File: config.mk
export PLATFORM = sky130hd
export DESIGN_NAME = fetch_queue
export DESIGN_NICKNAME = d
export VERILOG_FILES = /design/src/rtl/fetch_queue.sv
export SDC_FILE = /design/constraint.sdc
export NUM_CORES = 1
export LEC_CHECK = 0
export CAP_MARGIN = 25
export CORE_UTILIZATION = 50
export DETAILED_ROUTE_END_ITERATION = 8
export PLACE_DENSITY = 0.71
export SYNTH_ARGS = -nofsm -noshare
export SYNTH_HDL_FRONTEND = slang
export SYNTH_SLANG_ARGS = --single-unit
File: constraint.sdc
create_clock -name clk -period 3.75 [get_ports clk]
set_input_delay 0.75 -clock clk [delete_from_list [all_inputs] [get_ports clk]]
set_output_delay 0.75 -clock clk [all_outputs]
set_load 0.02 [all_outputs]
File: src/rtl/fetch_queue.sv
`timescale 1ns/1ps
// Sequential instruction prefetcher feeding a DEPTH-entry {pc, word} queue; one read outstanding.
// Optional starvation counter on stall_cnt is built only when FETCH_STALL_CNT_EN is defined.
module fetch_queue #(
  parameter int ADDR_W = 8,
  parameter int DATA_W = 8,
  parameter int DEPTH = 4,
  parameter int MEM_LAT = 2,
  parameter logic [ADDR_W-1:0] RESET_PC = '0
) (
  input  logic              clk,
  input  logic              rst,
  input  logic              en,
  input  logic              redirect,
  input  logic [ADDR_W-1:0] redirect_pc,
  output logic [ADDR_W-1:0] mem_addr,
  output logic              mem_rd,
  input  logic [DATA_W-1:0] mem_data,
  output logic              valid,
  output logic [DATA_W-1:0] inst_out,
  output logic [ADDR_W-1:0] inst_pc,
  input  logic              ack,
  output logic [15:0]       stall_cnt
);
  localparam int PW = $clog2(DEPTH);
  localparam int CW = PW + 1;

  typedef enum logic [1:0] {IDLE, ISSUE, WAIT, CAPTURE} state_t;

  state_t            state, state_nxt;
  logic [ADDR_W-1:0] fpc;
  logic [2:0]        wcnt;
  logic [ADDR_W-1:0] pc_q [DEPTH];
  logic [DATA_W-1:0] dat_q [DEPTH];
  logic [PW-1:0]     head, tail;
  logic [CW-1:0]     count, count_nxt;
  logic              push, pop;

  assign valid    = (count != '0);
  assign inst_out = dat_q[head];
  assign inst_pc  = pc_q[head];
  assign push     = (state == CAPTURE) && !redirect;
  assign pop      = valid && ack && !redirect;
  assign count_nxt = count + CW'(push) - CW'(pop);

  // No read is in flight while IDLE, so free space is judged on the post-pop occupancy alone.
  always_comb begin
    state_nxt = state;
    case (state)
      IDLE:    if (en && (count_nxt < CW'(DEPTH))) state_nxt = ISSUE;
      ISSUE:   state_nxt = (MEM_LAT == 1) ? CAPTURE : WAIT;
      WAIT:    if (wcnt <= 3'd1) state_nxt = CAPTURE;
      CAPTURE: state_nxt = (en && (count_nxt < CW'(DEPTH))) ? ISSUE : IDLE;
      default: state_nxt = IDLE;
    endcase
    if (redirect) state_nxt = IDLE;
  end

  always_ff @(posedge clk or posedge rst) begin
    if (rst) begin
      state    <= IDLE;
      fpc      <= RESET_PC;
      wcnt     <= '0;
      mem_addr <= '0;
      mem_rd   <= 1'b0;
      head     <= '0;
      tail     <= '0;
      count    <= '0;
      for (int i = 0; i < DEPTH; i++) begin
        pc_q[i]  <= '0;
        dat_q[i] <= '0;
      end
    end else begin
      state  <= state_nxt;
      mem_rd <= (state_nxt == ISSUE);
      // mem_addr holds through WAIT/CAPTURE and doubles as the pc of the word being captured.
      if (state_nxt == ISSUE) mem_addr <= fpc;
      if (redirect) begin
        fpc   <= redirect_pc;
        head  <= '0;
        tail  <= '0;
        count <= '0;
      end else begin
        if (state == ISSUE) begin
          fpc  <= fpc + 1'b1;
          wcnt <= 3'(MEM_LAT - 1);
        end else if (state == WAIT) begin
          wcnt <= wcnt - 3'd1;
        end
        if (push) begin
          pc_q[tail]  <= mem_addr;
          dat_q[tail] <= mem_data;
          tail        <= tail + 1'b1;
        end
        if (pop) head <= head + 1'b1;
        count <= count_nxt;
      end
    end
  end

`ifdef FETCH_STALL_CNT_EN
  logic [15:0] stall_q;

  always_ff @(posedge clk or posedge rst) begin
    if (rst) begin
      stall_q <= '0;
    end else if (en && !valid && !redirect && (stall_q != 16'hFFFF)) begin
      stall_q <= stall_q + 16'd1;
    end
  end

  assign stall_cnt = stall_q;
`else
  assign stall_cnt = '0;
`endif

endmodule

## Word level (Yosys, flattened, before mapping)

Index checks and enable logic that the tools add are counted.

- Register bits: 93
- Bits in latches: 0
- Memory bits (writable): 0
- Memory bits (read-only): 0
- Output and inout port bits: 42
- Logic and storage cells: 72
- Memories kept: 0

- $add $sub $neg: 6
- $mul: 0
- Div/mod/pow operators: 0
- Magnitude comparators: 5
- Equal/unequal tests: 4
- Shift operators: 0
- Mux-type cells: 24
- Bitwise gates (word level): 3
- Reductions and logical operators: 14

Operator list:

| cell | count |
|---|---|
| $bwmux 32 | 2 |
| $mux 8 | 7 |
| $bmux 8 s2 | 2 |
| $demux 8 s2 | 1 |
| $mux 2 | 7 |
| $mux 3 | 3 |
| $add 8x1->8 const B | 1 |
| $pmux 2 s4 | 1 |
| $reduce_bool 2->1 | 4 |
| $ge 3x3->1 const B | 2 |
| $not 2->3 | 2 |
| $logic_and 1x1->1 | 5 |
| $add 2x1->2 const B | 2 |
| $eq 2x1->1 const B | 2 |
| $eq 2x2->1 const B | 2 |
| $reduce_and 2->1 | 2 |
| $add 3x1->3 | 1 |
| $le 3x1->1 const B | 1 |
| $lt 3x1->1 const B | 1 |
| $lt 3x3->1 const B | 1 |
| $reduce_bool 3->1 | 1 |
| $sub 3x1->3 | 1 |
| $sub 3x1->3 const B | 1 |
| $logic_not 2->1 | 1 |
| 3 further kinds | 3 |

## Longest topological paths before layout

- Depth in word-level cells: 10
- Mapped depth: 13

## Worst setup path after synthesis

OpenSTA, ideal clock, no wires.

- Path kind: input to register
- Start: input port redirect
- End: register mem_addr[0]
- Arrival time: 3,575 ps
- Required time: 3,625 ps
- Slack: 50 ps
- Stages: 12
- Path buffers: 2
- Path through: clkbuf_1 -> clkbuf_1 -> nor2_1 -> ha_1 -> inv_1 -> ha_1 -> inv_1 -> fa_1 -> xnor3_2 -> a31oi_4 -> a2111oi_4 -> mux2_2

- Longest elaborated chain between the ends: 10
- Elaborated cells between the ends (all ways): 12
- Those cells by class: add/sub (2); order compare (1); eq/ne (1); mux (4); reduce/logical (4)

Ends and longest elaborated chain:

| element | RTL line | RTL |
|---|---|---|
| start: declaration | 14 | `input logic redirect,` |
| $logic_not 1->1 | 42, 43 |  |
| $logic_and 1x1->1 | 42 | `assign push = (state == CAPTURE) && !redirect;` |
| $add 3x1->3 | 44 | `assign count_nxt = count + CW'(push) - CW'(pop);` |
| $sub 3x1->3 | 44 |  |
| $lt 3x3->1 | 50, 53 |  |
| $logic_and 1x1->1 | 50, 53 |  |
| $mux 1 or $mux 2 (tied branches) | 53, 50 |  |
| $pmux 2 s4 | 49 | `case (state)` |
| $mux 2 * | 56 | `if (redirect) state_nxt = IDLE;` |
| $eq 2x1->1 * | 77 | `if (state_nxt == ISSUE) mem_addr <= fpc;` |
| end signal: assignment | 77 |  |
| end: declaration | 16 | `output logic [ADDR_W-1:0] mem_addr,` |

Mark *: on every way between the ends. The rest lies on a longest branch, timed or not.
A chain may end at the register's enable or synchronous reset.

## Final worst setup path

- Start: input port redirect
- End: register mem_addr[3]

Same word-level chain as after synthesis.

==> summary.txt <==
Global route
  • Largest net degree at the start of global routing: 57
  • Grt ovf: 0
  • Grt met1 use: 0.2323
  • Number of global-route vias before repair: 2525
  • GR Util met2: 0.3012
  • Met3 GRT Util: 0.03509
  • First-pass GRT wire length: 12250 microns
  • Initial antenna violation count: 0
  • Global route hottest layer: met2
  • Tot GR Track Use: 0.1789

CTS
  • Clk slew on worst S/H paths: 0.09 ns
  • Clock tree from TritonCTS: yes
  • Cell chosen for the clock root: clkbuf_8
  • TritonCTS Buffers: 9
  • Hold buffers post-CTS: 0
  • H-tree levels: 3
  • Clk buf depth: 2
  • Insertion delay to the later sink of the worst-skew pair: 0.35 ns
  • TritonCTS Sinks: 93
  • Post-cts resize count: 0
  • Setup bufs post-CTS: 0

Power
  • Leakage: 0.002376 uW
  • Maximum vdd drop: 0.3473 mV
  • Comb pwr share: 0.372
  • Switch Pwr: 1078 uW
  • Clock power frac: 0.209
  • P per Cell Area: 639.7 nW/um^2
  • Sequential power share: 0.419
  • Internal: 2183 uW
  • Sw Ratio: 0.3306

Final layout
  • Synthesis-to-layout area growth: 17.10%
  • Most common cell after layout, fill and taps aside: dfrtp_1
  • Area used by multi-input combinational logic: 1871 sq um
  • Reg area: 2327 sq um
  • Layout cell share with drive strength beyond 1: 0.3177
  • Most frequent cells in the layout: 93 x dfrtp_1, 73 x mux2_2, 46 x clkdlybuf4s50_1, 17 x nand2_1
  • Final non-filler cell total: 467
  • Fill cell count: 674
  • Fin util: 0.6112
  • Nets: 392
  • N_diodes: 0

Setup path
  • WS Path Type: in2reg
  • Critical Path RT: 3.98 ns
  • Crit path max fanout: 9
  • Type of origin of the critical path: primary input
  • Critical Path Sink Type: register
  • Worst Path Arrival: 3.66 ns

Placement
  • Post-DP HPWL: 4857 microns
  • Buffers on Ports: 46
  • Dpl cells: 451
  • GP Congestion: 0.7726
  • Placement Setup Slack: -0.05846 ns

Die
  • Die area: 9083 sq um
  • Die Width: 95.31 microns
  • Initial Util: 0.5219
  • Row Count: 33
  • Die height: 95.31 microns
  • Num ports: 63
  • Core area: 8341 sq um

Synth
  • Combinational family with the most area after synthesis: multiplexers
  • Seq cells post-synth: 93
  • Synth Area in Adders: 0.04197
  • Mux contribution to synthesized area: 0.2762
  • Syn. warnings: 0
  • Synth Area in XOR/XNOR: 0.02558
  • Synth Cell Area: 4353 sq um
  • Synth Area in Simple Gates: 0.04340
  • Seq/Total Area, Yosys: 0.5346
  • Post-synthesis compound-gate area fraction: 0.02874
  • Cell variety after synth: 29
  • Syn_area_per_cell: 14.13 sq um
  • Post-Synthesis Cells: 308

Route
  • DR iter-0 viols: 31
  • Final wirelength: 7198 microns
  • DRC: 0
  • Drt pass-1 iters: 5
  • Routed len/inst: 15.41 microns
  • Vias per std cell: 5.236
  • Vias after detailed routing: 2445
  • Detail Route Antenna Nets: 0

STA
  • RSZ-0062 raised after global routing: false
  • Worst Tran Pin Value: 0.8197 ns
  • Final worst-path cycle share: 0.9138
  • Worst Skew: 0.01033 ns
  • Max_slew headroom: 0.4535
  • Fin. max-slew vios: 0
  • Final setup viols: 0
  • Final worst setup slack: 0.3232 ns
  • Hold Vio Cnt, Final: 0
  • Setup_tns: 0 ns
  • F_max: 0.2918 GHz
  • Crit path time final: 3.427 ns

Flow run
  • Max-cap check violation count: 0

Hold path
  • Hold/Removal Path Class: reg2reg

Outcome
  • Status: completed
-- sequential cells by signal, summed over array words and instances (netlist names) --
register and cells:
mem_addr 8, wcnt 3, count 3, head 2
state 2, fpc 8, pc_q 32, tail 2
dat_q 32, mem_rd 1
-- cell type report --
| cell class | instances | share of cell area |
|---|---|---|
| Inverter | 11 | 0.008346 |
| Tap cell | 105 | 0.02577 |
| Multi-Input combinational cell | 190 | 0.3670 |
| Clock inverter | 6 | 0.01375 |
| Sequential cell | 93 | 0.4566 |
| Timing Repair Buffer | 52 | 0.1016 |
| Clock buffer | 10 | 0.02700 |
-- per-layer routing --
layer  vias up  wire (microns)  share of wire
met5         -               0              0
met4         0              90          0.013
met3         9             220          0.031
met2        47            3539           0.49
met1      1241            3348           0.47
li1       1148               -              -
-- worst paths after layout --
check,to,from,slack (ns),cells past startpoint
min in group asynchronous,wcnt[2],rst,0.79,2
min reg2reg,pc_q[12],pc_q[12],0.51,1
max,mem_addr[3],redirect,0.32,13
max in group asynchronous,fpc[2],rst,2.25,3
min,pc_q[12],pc_q[12],0.51,1
max reg2reg,mem_addr[3],state[0],0.42,13
-- critical path, cell delays in order --
cell,delay [ns]
clkdlybuf4s50_1,0.48
nor2b_1,0.18
inv_1,0.06
ha_1,0.28
inv_1,0.06
ha_1,0.12
inv_1,0.05
fa_1,0.37
xnor3_2,0.28
a21oi_1,0.13
a2111oi_4,0.33
buf_4,0.22
mux2_2,0.35
-- cell usage after synthesis, drive strengths merged --
| master | instances | area share |
|---|---|---|
| nand2b | 3 | 0.0043 |
| ha | 13 | 0.037 |
| conb | 1 | 0.00086 |
| o21ai | 10 | 0.011 |
| xnor3 | 1 | 0.0055 |
| dfrtp | 93 | 0.53 |
| mux4 | 16 | 0.083 |
| xnor2 | 4 | 0.0080 |
| buf | 18 | 0.030 |
| mux2 | 73 | 0.19 |
| or3 | 2 | 0.0029 |
| clkbuf | 11 | 0.0095 |
| nand3 | 1 | 0.0011 |
| nor2b | 2 | 0.0029 |
| inv | 11 | 0.0095 |
| nor2 | 12 | 0.010 |
| and3 | 1 | 0.0014 |
| a21oi | 2 | 0.0023 |
| a31oi | 1 | 0.0049 |
| nand2 | 17 | 0.015 |
| a211oi | 1 | 0.0017 |
| mux2i | 2 | 0.0046 |
| o311ai | 1 | 0.0020 |
| xor2 | 6 | 0.012 |
| nand4 | 4 | 0.0057 |
| a2111oi | 1 | 0.0063 |
| fa | 1 | 0.0046 |
-- logic make-up (layout without fill, tap and decap cells) --
| family | count (synthesis) | count (layout) |
|---|---|---|
| XOR/XNOR | 11 | 11 |
| AO/OA/AOI/OAI | 16 | 16 |
| AND/OR/NAND/NOR | 42 | 42 |
| multiplexers | 91 | 91 |
| buffers and inverters | 40 | 79 |
| other | 1 | 16 |
| adder cells (fa/ha/maj) | 14 | 14 |
| flip-flops | 93 | 93 |
-- through the flow --
step	hold WS [ns]	power [uW]	area, sq um
floorplan	0.4739	2160	4409
global placement	0.4829	2582	4890
detailed placement	0.4882	2618	4890
CTS	0.5100	3308	5097
global route	0.5194	3460	5097
finish	0.5078	3261	5097
-- power groups by stage --
stage / logic, uW / registers, uW / clock network [uW]
detailed placement: 1230 / 1390 / 0
global placement: 1200 / 1380 / 0
CTS: 1230 / 1370 / 705
global route: 1310 / 1410 / 741
floorplan: 777 / 1380 / 0
finish: 1210 / 1370 / 681
(Power assumes the default switching activity.)
